**config.mk**
```make
export PLATFORM = sky130hd
export DESIGN_NAME = peripheral_uart_flat
export DESIGN_NICKNAME = d
export VERILOG_FILES = /design/src/rtl/peripheral_uart_pkg.sv /design/src/rtl/peripheral_uart_if.sv /design/src/rtl/peripheral_uart_fifo.sv /design/src/rtl/peripheral_uart.sv /design/src/flat_wrapper.sv
export SDC_FILE = /design/constraint.sdc
export NUM_CORES = 1
export LEC_CHECK = 0
export CAP_MARGIN = 20
export CORE_ASPECT_RATIO = 0.8
export CORE_MARGIN = 2
export CORE_UTILIZATION = 40
export DETAILED_ROUTE_END_ITERATION = 10
export HOLD_SLACK_MARGIN = 0.02
export PLACE_DENSITY = 0.64
export SYNTH_ARGS = -nofsm -noshare
export SYNTH_HDL_FRONTEND = slang
export SYNTH_SLANG_ARGS = --single-unit
```
**constraint.sdc**
```tcl
create_clock -name clock -period 6.6 [get_ports clock]
set_input_delay 1.65 -clock clock [delete_from_list [all_inputs] [get_ports clock]]
set_output_delay 1.65 -clock clock [all_outputs]
set_load 0.005 [all_outputs]
```
**src/rtl/peripheral_uart_pkg.sv**
```systemverilog
// Shared definitions for the memory-mapped UART: register offsets, STATUS bit
// positions and the serial engine state encoding used by both TX and RX.
package peripheral_pkg;

   localparam int unsigned OFF_DATA   = 0;
   localparam int unsigned OFF_STATUS = 1;

   localparam int unsigned ST_RX_NONEMPTY = 0;
   localparam int unsigned ST_TX_FULL     = 1;
   localparam int unsigned ST_OVERRUN     = 2;
   localparam int unsigned ST_TX_BUSY     = 3;
   localparam int unsigned ST_FRAME_ERR   = 4;

   typedef enum logic [1:0] {
      IDLE,
      START,
      DATA,
      STOP
   } uart_state_t;

endpackage

```
**src/rtl/peripheral_uart_if.sv**
```systemverilog
// Peripheral bus between the core (master) and a slave with request/ready handshake.
interface peripheral_uart_if #(
   parameter int unsigned ADDR_W = 8
);
   logic [ADDR_W-1:0] address;
   logic              read_request;
   logic              write_request;
   logic [7:0]        data_write;
   logic [7:0]        data_read;
   logic              read_ready;
   logic              write_ready;

   modport master (
      output address, read_request, write_request, data_write,
      input  data_read, read_ready, write_ready
   );

   modport slave (
      input  address, read_request, write_request, data_write,
      output data_read, read_ready, write_ready
   );
endinterface

```
**src/rtl/peripheral_uart_fifo.sv**
```systemverilog
// Synchronous FIFO with extra-MSB pointers. A push into a full FIFO succeeds
// when a pop happens in the same cycle.
module sync_fifo #(
   parameter int unsigned WIDTH = 8,
   parameter int unsigned DEPTH = 16
) (
   input  logic             clock,
   input  logic             reset,
   input  logic             push,
   input  logic             pop,
   input  logic [WIDTH-1:0] wdata,
   output logic [WIDTH-1:0] rdata,
   output logic             full,
   output logic             empty
);
   localparam int unsigned AW = $clog2(DEPTH);

   logic [AW:0]      r_wptr;
   logic [AW:0]      r_rptr;
   logic [WIDTH-1:0] r_mem [DEPTH];
   logic             w_do_push;
   logic             w_do_pop;

   assign empty     = (r_wptr == r_rptr);
   assign full      = (r_wptr[AW] != r_rptr[AW]) && (r_wptr[AW-1:0] == r_rptr[AW-1:0]);
   assign w_do_pop  = pop & ~empty;
   assign w_do_push = push & (~full | w_do_pop);
   assign rdata     = r_mem[r_rptr[AW-1:0]];

   // Pointer update; pointers wrap naturally through the extra MSB
   always_ff @(posedge clock or posedge reset) begin
      if (reset) begin
         r_wptr <= '0;
         r_rptr <= '0;
      end else begin
         if (w_do_push) r_wptr <= r_wptr + (AW+1)'(1);
         if (w_do_pop)  r_rptr <= r_rptr + (AW+1)'(1);
      end
   end

   // Storage array, no reset needed
   always_ff @(posedge clock) begin
      if (w_do_push) r_mem[r_wptr[AW-1:0]] <= wdata;
   end
endmodule

```
**src/rtl/peripheral_uart.sv**
```systemverilog
// Memory-mapped 8N1 UART: DATA/STATUS register window, RX/TX FIFOs and
// bit-level transmit and receive engines.
module peripheral_uart
   import peripheral_pkg::*;
#(
   parameter int unsigned       ADDR_W     = 8,
   parameter logic [ADDR_W-1:0] BASE_ADDR  = ADDR_W'(8'h10),
   parameter int unsigned       DIVISOR    = 868,
   parameter int unsigned       FIFO_DEPTH = 16
) (
   input  logic                   clock,
   input  logic                   reset,
   peripheral_uart_if.slave       bus,
   input  logic                   uart_rx,
   output logic                   uart_tx
);
   localparam logic [15:0] BIT_TICKS  = 16'(DIVISOR - 1);
   localparam logic [15:0] HALF_TICKS = 16'(DIVISOR / 2 - 1);

   // Bus side
   logic [ADDR_W-1:0] w_offset;
   logic w_sel_data, w_sel_status, w_busy, w_rd_acc, w_wr_acc, w_stat_clr, w_tx_busy;
   logic [7:0] w_status;
   logic r_read_ready, r_write_ready, r_overrun, r_frame_err;
   logic [7:0] r_data_read;

   // FIFOs
   logic w_rx_push, w_rx_pop, w_rx_full, w_rx_empty;
   logic w_tx_push, w_tx_pop, w_tx_full, w_tx_empty;
   logic [7:0] w_rx_rdata, w_tx_rdata;

   // TX engine
   uart_state_t r_tx_state, w_tx_state_d;
   logic [15:0] r_tx_cnt, w_tx_cnt_d;
   logic [2:0]  r_tx_bit, w_tx_bit_d;
   logic [7:0]  r_tx_shift, w_tx_shift_d;
   logic        r_tx_line, w_tx_line_d, w_tx_tick;

   // RX engine
   uart_state_t r_rx_state, w_rx_state_d;
   logic [15:0] r_rx_cnt, w_rx_cnt_d;
   logic [2:0]  r_rx_bit, w_rx_bit_d;
   logic [7:0]  r_rx_shift, w_rx_shift_d;
   logic [1:0]  r_rx_sync;
   logic        r_rx_prev, w_rx_line, w_rx_fall, w_rx_tick, w_rx_done_ok, w_rx_done_bad;
   logic        w_rx_overrun;

   assign w_offset     = bus.address - BASE_ADDR;
   assign w_sel_data   = (w_offset == ADDR_W'(OFF_DATA));
   assign w_sel_status = (w_offset == ADDR_W'(OFF_STATUS));
   // While a ready pulse is out, the master has not yet dropped its request
   assign w_busy       = r_read_ready | r_write_ready;
   assign w_rd_acc     = bus.read_request & (w_sel_data | w_sel_status) & ~w_busy;
   assign w_wr_acc     = bus.write_request & ~w_busy &
                         (w_sel_status | (w_sel_data & (~w_tx_full | w_tx_pop)));
   assign w_tx_push    = w_wr_acc & w_sel_data;
   assign w_rx_pop     = w_rd_acc & w_sel_data & ~w_rx_empty;
   assign w_stat_clr   = w_rd_acc & w_sel_status;
   assign w_tx_busy    = (r_tx_state != IDLE) | ~w_tx_empty;

   // STATUS register image
   always_comb begin
      w_status                 = '0;
      w_status[ST_RX_NONEMPTY] = ~w_rx_empty;
      w_status[ST_TX_FULL]     = w_tx_full;
      w_status[ST_OVERRUN]     = r_overrun;
      w_status[ST_TX_BUSY]     = w_tx_busy;
      w_status[ST_FRAME_ERR]   = r_frame_err;
   end

   assign bus.read_ready  = r_read_ready;
   assign bus.write_ready = r_write_ready;
   assign bus.data_read   = r_data_read;
   assign uart_tx         = r_tx_line;

   // Registered bus responses; data_read holds until the next completed read
   always_ff @(posedge clock or posedge reset) begin
      if (reset) begin
         r_read_ready  <= 1'b0;
         r_write_ready <= 1'b0;
         r_data_read   <= 8'h00;
      end else begin
         r_read_ready  <= w_rd_acc;
         r_write_ready <= w_wr_acc;
         if (w_rd_acc) r_data_read <= w_sel_data ? (w_rx_empty ? 8'h00 : w_rx_rdata) : w_status;
      end
   end

   // Sticky error flags: a new event beats a same-cycle clear
   always_ff @(posedge clock or posedge reset) begin
      if (reset) begin
         r_overrun   <= 1'b0;
         r_frame_err <= 1'b0;
      end else begin
         if (w_rx_overrun)     r_overrun <= 1'b1;
         else if (w_stat_clr)  r_overrun <= 1'b0;
         if (w_rx_done_bad)    r_frame_err <= 1'b1;
         else if (w_stat_clr)  r_frame_err <= 1'b0;
      end
   end

   sync_fifo #(.WIDTH(8), .DEPTH(FIFO_DEPTH)) u_tx_fifo (
      .clock (clock),
      .reset (reset),
      .push  (w_tx_push),
      .pop   (w_tx_pop),
      .wdata (bus.data_write),
      .rdata (w_tx_rdata),
      .full  (w_tx_full),
      .empty (w_tx_empty)
   );

   // A CPU pop frees the slot, so a full FIFO still accepts the byte
   assign w_rx_push    = w_rx_done_ok & (~w_rx_full | w_rx_pop);
   assign w_rx_overrun = w_rx_done_ok & w_rx_full & ~w_rx_pop;

   sync_fifo #(.WIDTH(8), .DEPTH(FIFO_DEPTH)) u_rx_fifo (
      .clock (clock),
      .reset (reset),
      .push  (w_rx_push),
      .pop   (w_rx_pop),
      .wdata (r_rx_shift),
      .rdata (w_rx_rdata),
      .full  (w_rx_full),
      .empty (w_rx_empty)
   );

   assign w_tx_tick = (r_tx_cnt == '0);

   // TX next-state: each state lasts DIVISOR clocks; STOP chains straight into the next byte
   always_comb begin
      w_tx_state_d = r_tx_state;
      w_tx_cnt_d   = r_tx_cnt;
      w_tx_bit_d   = r_tx_bit;
      w_tx_shift_d = r_tx_shift;
      w_tx_pop     = 1'b0;
      unique case (r_tx_state)
         IDLE: begin
            if (!w_tx_empty) begin
               w_tx_pop     = 1'b1;
               w_tx_shift_d = w_tx_rdata;
               w_tx_cnt_d   = BIT_TICKS;
               w_tx_state_d = START;
            end
         end
         START: begin
            if (w_tx_tick) begin
               w_tx_cnt_d   = BIT_TICKS;
               w_tx_bit_d   = 3'd0;
               w_tx_state_d = DATA;
            end else begin
               w_tx_cnt_d = r_tx_cnt - 16'd1;
            end
         end
         DATA: begin
            if (w_tx_tick) begin
               w_tx_cnt_d   = BIT_TICKS;
               w_tx_shift_d = {1'b0, r_tx_shift[7:1]};
               if (r_tx_bit == 3'd7) w_tx_state_d = STOP;
               else                  w_tx_bit_d   = r_tx_bit + 3'd1;
            end else begin
               w_tx_cnt_d = r_tx_cnt - 16'd1;
            end
         end
         STOP: begin
            if (w_tx_tick) begin
               if (!w_tx_empty) begin
                  w_tx_pop     = 1'b1;
                  w_tx_shift_d = w_tx_rdata;
                  w_tx_cnt_d   = BIT_TICKS;
                  w_tx_state_d = START;
               end else begin
                  w_tx_state_d = IDLE;
               end
            end else begin
               w_tx_cnt_d = r_tx_cnt - 16'd1;
            end
         end
         default: w_tx_state_d = IDLE;
      endcase
      case (w_tx_state_d)
         START:   w_tx_line_d = 1'b0;
         DATA:    w_tx_line_d = w_tx_shift_d[0];
         default: w_tx_line_d = 1'b1;
      endcase
   end

   // TX state register; the line output is registered so it is glitch-free
   always_ff @(posedge clock or posedge reset) begin
      if (reset) begin
         r_tx_state <= IDLE;
         r_tx_cnt   <= '0;
         r_tx_bit   <= '0;
         r_tx_shift <= '0;
         r_tx_line  <= 1'b1;
      end else begin
         r_tx_state <= w_tx_state_d;
         r_tx_cnt   <= w_tx_cnt_d;
         r_tx_bit   <= w_tx_bit_d;
         r_tx_shift <= w_tx_shift_d;
         r_tx_line  <= w_tx_line_d;
      end
   end

   assign w_rx_line = r_rx_sync[1];
   assign w_rx_fall = r_rx_prev & ~w_rx_line;
   assign w_rx_tick = (r_rx_cnt == '0);

   // RX next-state: half-bit wait centres all later samples in their bit cells
   always_comb begin
      w_rx_state_d  = r_rx_state;
      w_rx_cnt_d    = r_rx_cnt;
      w_rx_bit_d    = r_rx_bit;
      w_rx_shift_d  = r_rx_shift;
      w_rx_done_ok  = 1'b0;
      w_rx_done_bad = 1'b0;
      unique case (r_rx_state)
         IDLE: begin
            if (w_rx_fall) begin
               w_rx_cnt_d   = HALF_TICKS;
               w_rx_state_d = START;
            end
         end
         START: begin
            if (w_rx_tick) begin
               if (w_rx_line) begin
                  w_rx_state_d = IDLE;
               end else begin
                  w_rx_cnt_d   = BIT_TICKS;
                  w_rx_bit_d   = 3'd0;
                  w_rx_state_d = DATA;
               end
            end else begin
               w_rx_cnt_d = r_rx_cnt - 16'd1;
            end
         end
         DATA: begin
            if (w_rx_tick) begin
               w_rx_cnt_d   = BIT_TICKS;
               w_rx_shift_d = {w_rx_line, r_rx_shift[7:1]};
               if (r_rx_bit == 3'd7) w_rx_state_d = STOP;
               else                  w_rx_bit_d   = r_rx_bit + 3'd1;
            end else begin
               w_rx_cnt_d = r_rx_cnt - 16'd1;
            end
         end
         STOP: begin
            if (w_rx_tick) begin
               w_rx_done_ok  = w_rx_line;
               w_rx_done_bad = ~w_rx_line;
               w_rx_state_d  = IDLE;
            end else begin
               w_rx_cnt_d = r_rx_cnt - 16'd1;
            end
         end
         default: w_rx_state_d = IDLE;
      endcase
   end

   // RX synchroniser, edge-detect history and state register
   always_ff @(posedge clock or posedge reset) begin
      if (reset) begin
         r_rx_sync  <= 2'b11;
         r_rx_prev  <= 1'b1;
         r_rx_state <= IDLE;
         r_rx_cnt   <= '0;
         r_rx_bit   <= '0;
         r_rx_shift <= '0;
      end else begin
         r_rx_sync  <= {r_rx_sync[0], uart_rx};
         r_rx_prev  <= r_rx_sync[1];
         r_rx_state <= w_rx_state_d;
         r_rx_cnt   <= w_rx_cnt_d;
         r_rx_bit   <= w_rx_bit_d;
         r_rx_shift <= w_rx_shift_d;
      end
   end
endmodule

```
**src/flat_wrapper.sv**
```systemverilog
// flat-port wrapper written by rule: the top's interface ports become plain ports
module peripheral_uart_flat import peripheral_pkg::*;
#(
   parameter int unsigned       ADDR_W     = 8,
   parameter logic [ADDR_W-1:0] BASE_ADDR  = ADDR_W'(8'h10),
   parameter int unsigned       DIVISOR    = 868,
   parameter int unsigned       FIFO_DEPTH = 16
)
  (clock, reset, uart_rx, uart_tx, bus_address, bus_read_request, bus_write_request, bus_data_write, bus_data_read, bus_read_ready, bus_write_ready);
  peripheral_uart_if #(.ADDR_W(ADDR_W)) bus_i ();
  input  logic clock;
  input  logic reset;
  input  logic uart_rx;
  output logic uart_tx;
  input wire logic [$bits(bus_i.address)-1:0] bus_address;
  input wire logic [$bits(bus_i.read_request)-1:0] bus_read_request;
  input wire logic [$bits(bus_i.write_request)-1:0] bus_write_request;
  input wire logic [$bits(bus_i.data_write)-1:0] bus_data_write;
  output wire logic [$bits(bus_i.data_read)-1:0] bus_data_read;
  output wire logic [$bits(bus_i.read_ready)-1:0] bus_read_ready;
  output wire logic [$bits(bus_i.write_ready)-1:0] bus_write_ready;
  assign bus_i.address = bus_address;
  assign bus_i.read_request = bus_read_request;
  assign bus_i.write_request = bus_write_request;
  assign bus_i.data_write = bus_data_write;
  assign bus_data_read = bus_i.data_read;
  assign bus_read_ready = bus_i.read_ready;
  assign bus_write_ready = bus_i.write_ready;
  peripheral_uart #(.ADDR_W(ADDR_W), .BASE_ADDR(BASE_ADDR), .DIVISOR(DIVISOR), .FIFO_DEPTH(FIFO_DEPTH)) u_core (.clock(clock), .reset(reset), .bus(bus_i), .uart_rx(uart_rx), .uart_tx(uart_tx));
endmodule
```
# Word level (Yosys, flattened, before mapping)
# Memories as Yosys holds them, arrays and structs flattened.
# Index checks and enable logic that the tools add are counted.
# Widths: inputs -> output; s select.
totals:
  register_bits: 94
  latch_bits: 0
  mem_bits_rw: 256
  rom_bits: 0
  word_cells: 168
  n_memories: 2
mem_list:
  columns: ["memory", "words", "word_bits", "read_ports", "rd_clocked_by_memory_dff", "wr", "line", "text"]
  rows:
  - ["u_core.u_rx_fifo.r_mem", 16, 8, 1, 0, 1, "peripheral_uart_fifo.sv:20", "logic [WIDTH-1:0] r_mem [DEPTH];"]
  - ["u_core.u_tx_fifo.r_mem", 16, 8, 1, 0, 1, "peripheral_uart_fifo.sv:20", null]
op_classes:
  add_sub_neg: 9
  multipliers: 0
  n_div: 0
  magnitude_cmp: 0
  n_eq_ne: 30
  shift: 0
  n_mux: 54
  n_bitwise: 32
  n_reduce_logical: 20
op_table:
  columns: ["cell", "count"]
  rows:
  - ["$mux 16", 8]
  - ["$pmux 16 s4", 1]
  - ["$pmux 16 s3", 1]
  - ["$mux 8", 5]
  - ["$logic_not 16->1", 2]
  - ["$sub 16x1->16 const B", 2]
  - ["$pmux 8 s3", 1]
  - ["$mux 2", 11]
  - ["$mux 3", 7]
  - ["$add 5x1->5 const B", 4]
  - ["$and 1x1->1", 17]
  - ["$ne 2x1->1 const B", 8]
  - ["$pmux 2 s4", 2]
  - ["$mux 1", 14]
  - ["$pmux 3 s2", 2]
  - ["$eq 2x2->1 const B", 5]
  - ["$eq 5x5->1", 2]
  - ["$reduce_and 5->1", 2]
  - ["$reduce_bool 2->1", 5]
  - ["$eq 4x4->1", 2]
  - ["$eq 8x1->1 const B", 1]
  - ["$logic_not 8->1", 1]
  - ["$ne 2x2->1 const B", 4]
  - ["$or 1x1->1", 8]
  - ["15 further kinds", 30]

# Depth between registers and ports, before layout
# Gate-level depths: netlist of run 1.
depth:
  depth_word: 12
  mapped_depth: 11

# Hierarchy
# A second synthesis of run 1 with hierarchy kept.
hier_totals:
  hier_cells: 969
  area_unflattened_um2: 15461.1
modules_own_cells:
  columns: ["module", "n_inst", "cells_per_inst", "area_each_um2", "seq_area_each_um2"]
  rows:
  - ["sync_fifo", 2, 268, 5624.1, 4093.9]
  - ["peripheral_uart", 1, 433, 4212.8, 1856.8]

# Least setup slack after synthesis of run 1
# Ideal clock, no wire load.
synth_timing:
  kind: "input -> register"
  startpoint: "input bus_address[5]"
  endpoint: "memory u_core.u_rx_fifo.r_mem[3][0] (enable)"
  t_arrival_ns: 3.969
  required_ns: 6.217
  slack_ns: 2.248
  cell_stages: 8
  cell_sequence: "or4b_1 > nor4_1 > nand2_1 > o21ai_0 > and2_1 > buf_6 > nand2_2 > nor3_1"
synth_between:
  elab_chain_cells: 12
  elab_cells_between_ends: 15
  classes_between: "add/sub (1); eq/ne (1); mux (2); bitwise (10); reduce/logical (1)"
synth_lines:
  columns: ["element", "line", "text"]
  rows:
  - ["from (decl)", "flat_wrapper.sv:15", "input wire logic [$bits(bus_i.address)-1:0] bus_address;"]
  - ["$sub 8x5->8 (*)", "peripheral_uart.sv:48", "assign w_offset = bus.address - BASE_ADDR;"]
  - ["$eq 8x1->1 or $logic_not 8->1 (tied branches)", "peripheral_uart.sv:50, peripheral_uart.sv:49", null]
  - ["$or 1x1->1", "peripheral_uart.sv:53", "assign w_rd_acc = bus.read_request & (w_sel_data | w_sel_status) & ~w_busy;"]
  - ["$and 1x1->1 (2 in series)", "peripheral_uart.sv:53", null]
  - ["$and 1x1->1 (*) (2 in series)", "peripheral_uart.sv:57", "assign w_rx_pop = w_rd_acc & w_sel_data & ~w_rx_empty;"]
  - ["$or 1x1->1 or $and 1x1->1 (tied branches)", "peripheral_uart.sv:114, peripheral_uart_fifo.sv:26", null]
  - ["$and 1x1->1 or $or 1x1->1 (tied branches)", "peripheral_uart.sv:114, peripheral_uart_fifo.sv:27", null]
  - ["$and 1x1->1 (*)", "peripheral_uart_fifo.sv:27", "assign w_do_push = push & (~full | w_do_pop);"]
  - ["$mux 1 (*)", "peripheral_uart_fifo.sv:43", "if (w_do_push) r_mem[r_wptr[AW-1:0]] <= wdata;"]
  - ["$mux 1 (implied by the code) (*)", "peripheral_uart_fifo.sv:43", null]
  - ["to (decl)", "peripheral_uart_fifo.sv:20", null]
# Every way passes the cells marked *; elsewhere a longest branch is shown, timed or not.

# Final worst setup path of run 1
layout_timing:
  startpoint: "input bus_address[5]"
  endpoint: "memory u_core.u_rx_fifo.r_mem[12][5] (enable)"
# Same word-level chain as after synthesis.

==> results.py, run 1 <==
metrics = {
    "global_route": {
        "grt_pass1_vias": 8216,
        "antenna_found_initial": 1,
        "grt_max_degree": 55,
        "grtUsageTotal_pct": 17.1,
        "grt_pass1_wl_um": 50500,
        "gr-total-overflow": 0,
    },
    "drt": {
        "drt_iter0_drc": 832,
        "drc": 0,
        "detail_route.wl_per_cell_um": 21.5,
        "routed_wl_um": 32500,
        "drt_pass1_iterations": 5,
        "dr_total_vias": 8347,
        "ant_nets": 0,
        "viasPerCell": 5.52,
    },
    "logic_synthesis": {
        "synth.most_common_cell": "edfxtp_1",
        "synth-main-ff-cell": "edfxtp_1",
        "synth_area_leaders": "edfxtp_1 51%, dfrtp_1 15%, mux4_2 11%",
        "netlist_area_um2": 15000,
        "synth_top_area_share_pct": 51.3,
        "synth_cell_types": 69,
        "yosys.area.top_type": "edfxtp_1",
        "synth_edf_count": 256,
        "synth_common_cells": "256 x edfxtp_1, 90 x dfrtp_1, 75 x mux4_2",
        "ys_ff_latch": 350,
        "async_flop_share_pct": 26.9,
        "postSynthAreaPerCell_um2": 15.8,
        "syn_inst": 948,
        "ys_seq_area_share_pct": 67.0,
        "yosysWarnings": 0,
        "syn_nets": 995,
    },
    "cells_and_area": {
        "drive_gt1_share_pct": 18.8,
        "fill_cells": 3099,
        "synthToLayoutAreaGrowth_pct": 14.3,
        "stdcell_area_um2": 17100,
        "final_nets": 1042,
    },
    "sta": {
        "hold_violations": 0,
        "worstMarginPinSlew_ns": 0.957,
        "fin_tns_setup_ns": 0,
        "maxSlewHeadroom_pct": 35.7,
        "rsz0062_at_grt": "no",
        "drv_slew": 0,
        "min_period_ns": 4.94,
        "finalCritPeriodShare_pct": 74.8,
        "fmax_mhz": 203,
        "whs_ns": 0.362,
        "setup_viol": 0,
        "fin_skew_ns": 0.0267,
    },
    "clock_tree": {
        "cts_resized": 0,
        "path_clk_slew_ns": 0.06,
        "cts_setup_buffers": 0,
        "clk_latency_ns": 0.54,
        "cts_made_buffers": 37,
        "clock_sinks": 350,
        "cts_root_buffer": "clkbuf_16",
        "cts_tree": "yes",
        "htreeDepth": 2,
        "hold_buffers": 0,
        "cts.path.max_buffers": 3,
    },
    "floorplanning": {
        "core_area_um2": 37000,
        "row_count": 63,
        "initial_core_util_pct": 40.6,
        "pin_count": 32,
        "fp.dieW_um": 220,
        "fp.dieH_um": 177,
        "dieArea_um2": 39100,
    },
    "worst_hold_path": {
        "hold_path_class": "flip-flop to flip-flop",
    },
    "status": {
        "outcome": "finished, final reports clean",
    },
    "power_and_ir_drop": {
        "p_leak_nw": 6.10,
        "cellPowerDensity_nw_per_um2": 364,
        "ir_drop_uv": 285,
    },
    "placed_design": {
        "numPortBuffers": 31,
        "gp_congestion": 0.787,
        "placed_area_um2": 15900,
        "place_hpwl_um": 21200,
    },
    "job": {
        "maxCapViolCount": 0,
    },
    "setup_path": {
        "critPathMaxFanout": 19,
        "end_kind": "flip-flop",
        "arrival_ns": 5.09,
        "critPathKind": "primary input to flip-flop",
        "start_kind": "primary input",
        "cp_data_required_time_ns": 6.75,
    },
}
-- power breakdown --
group          total [mW]  switching (mW)  leakage [nW]  internal (mW)
Sequential           2.68           0.185          3.64           2.50
Clock                2.15           0.864         0.617           1.28
Combinational        1.41           0.778          1.85          0.628
Total                6.23            1.83          6.10           4.41
-- final timing paths --
| kind | startpoint | endpoint | slack, ns | cells past startpoint |
|---|---|---|---|---|
| max in group asynchronous | reset | u_core.u_tx_fifo.r_rptr[0]$_DFFE_PP0P_ | 3.94 | 3 |
| min reg2reg | u_core.r_rx_sync[0]$_DFF_PP1_ | u_core.r_rx_sync[1]$_DFF_PP1_ | 0.36 | 0 |
| min | u_core.r_rx_sync[0]$_DFF_PP1_ | u_core.r_rx_sync[1]$_DFF_PP1_ | 0.36 | 0 |
| min in group asynchronous | reset | u_core.r_rx_cnt[9]$_DFFE_PP0P_ | 1.51 | 2 |
| max reg2reg | u_core.r_tx_cnt[0]$_DFF_PP0_ | u_core.u_tx_fifo.r_mem[0][0]$_DFFE_PP_ | 2.77 | 10 |
| max | bus_address[5] | u_core.u_rx_fifo.r_mem[12][5]$_DFFE_PP_ | 1.66 | 9 |
-- layer usage --
metal,routed length (um),vias up,global-route usage [%]
li1,-,3767,-
met1,16100,4276,27.9
met2,13900,263,23.5
met3,2060,41,3.21
met4,462,0,3.55
met5,0,-,0
-- critical path: stages --
cell	delay, ns
clkdlybuf4s50_1	0.40
or4b_1	0.58
nor4_1	0.63
nand2_1	0.11
buf_4	0.22
o21ai_0	0.15
and2_1	0.49
nand2_2	0.20
nor2_1	0.64
-- cell type report --
cell class                      instances  area [um2]  area share (%)
Antenna cell                            1        2.50          0.0146
Timing Repair Buffer                   47         430            2.51
Multi-Input combinational cell        531        4670            27.2
Sequential cell                       350       10000            58.6
Clock inverter                         26         287            1.67
Tap cell                              487         609            3.56
Clock buffer                           42         987            5.76
Inverter                               28         108           0.628
-- cells in the final DEF (no fill, tap or decap), types with 9 or more instances in the layout --
cell type	netlist	layout
a22o_1	9	9
clkbuf_16	0	39
nor2_1	71	71
dfrtp_1	90	88
clkdlybuf4s50_1	0	31
o21ai_0	45	45
nor3_1	18	18
edfxtp_1	256	256
nand2_1	57	57
ha_1	26	26
xnor2_1	26	26
a21oi_1	32	32
nand2b_1	9	9
nor4_1	9	9
inv_1	28	27
buf_4	0	16
mux2_2	11	11
mux4_2	75	75
-- state kept, by name, summed over array words and instances, names as in the netlist, 2 cells and up, named ones only --
register,count
u_core.u_rx_fifo.r_mem,128
u_core.u_tx_fifo.r_mem,128
u_core.r_rx_cnt,16
u_core.r_tx_cnt,16
u_core.bus.data_read,8
u_core.r_rx_shift,8
u_core.r_tx_shift,8
u_core.u_rx_fifo.r_rptr,5
u_core.u_rx_fifo.r_wptr,5
u_core.u_tx_fifo.r_rptr,5
u_core.u_tx_fifo.r_wptr,5
u_core.r_rx_bit,3
u_core.r_tx_bit,3
u_core.r_rx_sync,2
u_core.r_tx_state,2
-- cells by family (layout without fill, tap and decap cells) --
family | count (synthesis) | after routing | share of synthesized area, %
other cells | 0 | 1 | 0
flops | 350 | 350 | 67.0
fa+ha+maj | 26 | 26 | 2.17
mux | 92 | 92 | 12.5
simple gates | 231 | 231 | 7.99
compound gates | 148 | 148 | 6.38
xor+xnor | 34 | 34 | 2.09
buf+inv | 67 | 143 | 1.89
-- per-stage QoR --
step / setup WS (ns) / utilization [%] / std cells / power, mW
floorplan: 2.25 / - / 948 / 3.75
global placement: 1.18 / 42.9 / 1443 / 4.11
detailed placement: 1.10 / 42.9 / 1443 / 4.13
global route: 1.37 / 46.3 / 1511 / 6.55
finish: 1.66 / 46.4 / 1512 / 6.23
CTS: 1.68 / 46.3 / 1511 / 6.28
Power figures use the tool's default switching activity.
==> run 2: changes to the inputs <==
--- a/config.mk
+++ b/config.mk
@@ -11,7 +11,7 @@
 export CORE_UTILIZATION = 40
 export DETAILED_ROUTE_END_ITERATION = 10
 export HOLD_SLACK_MARGIN = 0.02
-export PLACE_DENSITY = 0.64
+export PLACE_DENSITY = 0.66
 export SYNTH_ARGS = -nofsm -noshare
 export SYNTH_HDL_FRONTEND = slang
 export SYNTH_SLANG_ARGS = --single-unit
==> constraint.sdc (replaced) <==
create_clock -name clock -period 4.3 [get_ports clock]
set_input_delay 1.075 -clock clock [delete_from_list [all_inputs] [get_ports clock]]
set_output_delay 1.075 -clock clock [all_outputs]
set_load 0.005 [all_outputs]
==> run 2 against run 1 <==
  * Final area increased by 0.91%
  * Worst setup slack worse by 0.89 ns
  * First-iteration DRC count down 11%
  * Total power up 51%
  * Largest power group unchanged
==> results.py, run 2 (same netlist as run 1, synthesis figures left out) <==
metrics = {
    "sta": {
        "fmax_mhz": 283,
        "maxSlewHeadroom_pct": 38.7,
        "whs_ns": 0.365,
        "hold_violations": 0,
        "drv_slew": 0,
        "finalCritPeriodShare_pct": 82.1,
        "fin_tns_setup_ns": 0,
        "worstMarginPinSlew_ns": 0.919,
        "rsz0062_at_grt": "no",
        "fin_skew_ns": 0.0229,
        "min_period_ns": 3.53,
        "setup_viol": 0,
    },
    "cells_and_area": {
        "drive_gt1_share_pct": 20.7,
        "fin_util_pct": 46.8,
        "seqCellArea_um2": 10000,
        "multi_input_area_um2": 4670,
        "final_common_cell": "edfxtp_1",
        "synthToLayoutAreaGrowth_pct": 15.3,
        "fill_cells": 3079,
        "final_nets": 1070,
        "layout_common_cells": "256 x edfxtp_1, 88 x dfrtp_1, 75 x mux4_2",
        "diodes": 0,
    },
    "setup_path": {
        "arrival_ns": 3.75,
        "start_kind": "primary input",
        "end_kind": "flip-flop",
        "critPathKind": "primary input to flip-flop",
        "r2r_cells": 11,
        "reg2reg_from": "u_core.r_tx_cnt[0]$_DFF_PP0_",
        "critPathMaxFanout": 10,
        "critical_path.startpoint": "bus_address[5]",
        "worstReg2RegEnd": "u_core.u_tx_fifo.r_mem[1][0]$_DFFE_PP_",
        "cp_data_required_time_ns": 4.53,
        "crit_path_end": "u_core.u_tx_fifo.r_mem[1][0]$_DFFE_PP_",
        "regToRegSetupSlack_ns": 0.85,
    },
    "drt": {
        "drt_iter0_drc": 742,
        "viasPerCell": 5.51,
        "routed_wl_um": 31600,
        "detail_route.wl_per_cell_um": 20.6,
        "dr_total_vias": 8469,
        "drc": 0,
        "ant_nets": 0,
        "drt_pass1_iterations": 5,
    },
    "clock_tree": {
        "htreeDepth": 2,
        "clk_latency_ns": 0.53,
        "cts_resized": 0,
        "cts.path.max_buffers": 3,
        "clock_sinks": 350,
        "cts_setup_buffers": 0,
        "cts_root_buffer": "clkbuf_16",
        "cts_made_buffers": 36,
        "path_clk_slew_ns": 0.06,
        "cts_tree": "yes",
        "hold_buffers": 0,
    },
    "global_route": {
        "gr-total-overflow": 0,
        "grtUsageTotal_pct": 16.7,
        "grt_max_degree": 82,
        "grt_pass1_wl_um": 49500,
        "grt_pass1_vias": 8238,
        "antenna_found_initial": 0,
    },
    "floorplanning": {
        "initial_core_util_pct": 40.6,
        "core_area_um2": 37000,
        "row_count": 63,
        "fp.dieH_um": 177,
        "dieArea_um2": 39100,
        "fp.dieW_um": 220,
        "pin_count": 32,
    },
    "job": {
        "maxCapViolCount": 0,
    },
    "power_and_ir_drop": {
        "clkPwrFrac_pct": 33.2,
        "cellPowerDensity_nw_per_um2": 543,
        "p_total_mw": 9.40,
        "power_frac_seq_pct": 44.3,
        "p_comb_share_pct": 22.5,
        "p_int_mw": 6.66,
        "p_leak_nw": 6.17,
        "ir_drop_uv": 302,
        "p_sw_share_pct": 29.2,
        "p_switching_mw": 2.74,
    },
    "placed_design": {
        "gp_congestion": 0.826,
        "place_hpwl_um": 21100,
        "numPortBuffers": 31,
    },
    "worst_hold_path": {
        "holdPathStages": 0,
        "hp-start": "u_core.r_rx_sync[0]$_DFF_PP1_",
        "hold_path_class": "flip-flop to flip-flop",
    },
    "status": {
        "outcome": "finished, final reports clean",
    },
}
## run 2: cell count changes in the layout (fill, tap and decap cells not counted), sizes merged
cell      before  now
diode          1    0
clkinvlp       3    0
bufinv         5    4
clkinv        16   13
buf           16   45
clkbuf        42   45
## run 2: how the worst min path moves through the flow
stage / slack (ns) / end
6_report: 0.36 / u_core.r_rx_sync[1]$_DFF_PP1_
5_1_grt: 0.37 / u_core.r_rx_sync[1]$_DFF_PP1_
4_1_cts: 0.37 / u_core.r_rx_sync[1]$_DFF_PP1_
3_5_place_dp: 0.36 / u_core.r_rx_sync[1]$_DFF_PP1_
3_3_place_gp: 0.35 / u_core.r_rx_sync[1]$_DFF_PP1_
2_1_floorplan: 0.35 / u_core.r_rx_sync[1]$_DFF_PP1_
## run 2: cell type report
cell class / count / area share, %
Sequential cell: 350 / 58.1
Timing Repair Buffer: 76 / 3.86
Multi-Input combinational cell: 531 / 27.0
Tap cell: 487 / 3.52
Inverter: 28 / 0.622
Clock buffer: 45 / 5.58
Clock inverter: 19 / 1.33
## run 2: per-stage QoR
| step | cell area, um2 | worst slack (ns) | std cells |
|---|---|---|---|
| finish | 17300 | 0.772 | 1536 |
| global route | 17300 | 0.579 | 1536 |
| CTS | 17300 | 0.762 | 1535 |
| detailed placement | 16100 | 0.246 | 1471 |
| global placement | 16100 | 0.258 | 1471 |
| floorplan | 15000 | 0.523 | 948 |
## run 2: routing by layer
layer / up-vias / track usage (%) / wire length [um]
li1: 3823 / - / -
met1: 4323 / 26.4 / 15000
met2: 284 / 24.0 / 14000
met3: 39 / 2.94 / 2110
met4: 0 / 3.69 / 500
met5: - / 0 / 0
## run 2: power by group through the flow
| stage | logic, mW | registers (mW) | clock network (mW) |
|---|---|---|---|
| after floorplan | 1.71 | 4.05 | 0 |
| after detailed placement | 2.11 | 4.23 | 0 |
| after global routing | 2.34 | 4.21 | 3.33 |
| after CTS | 2.12 | 4.17 | 3.19 |
| final | 2.12 | 4.16 | 3.12 |
| after global placement | 2.07 | 4.23 | 0 |
## run 2: worst max-delay path, stage by stage
cell and delay, ns:
clkdlybuf4s50_1 0.39, or4b_1 0.59, nor4_1 0.26, buf_4 0.17, nand2_1 0.06, a211oi_2 0.24
buf_4 0.23, or3b_1 0.43, nor2_1 0.13, buf_4 0.18
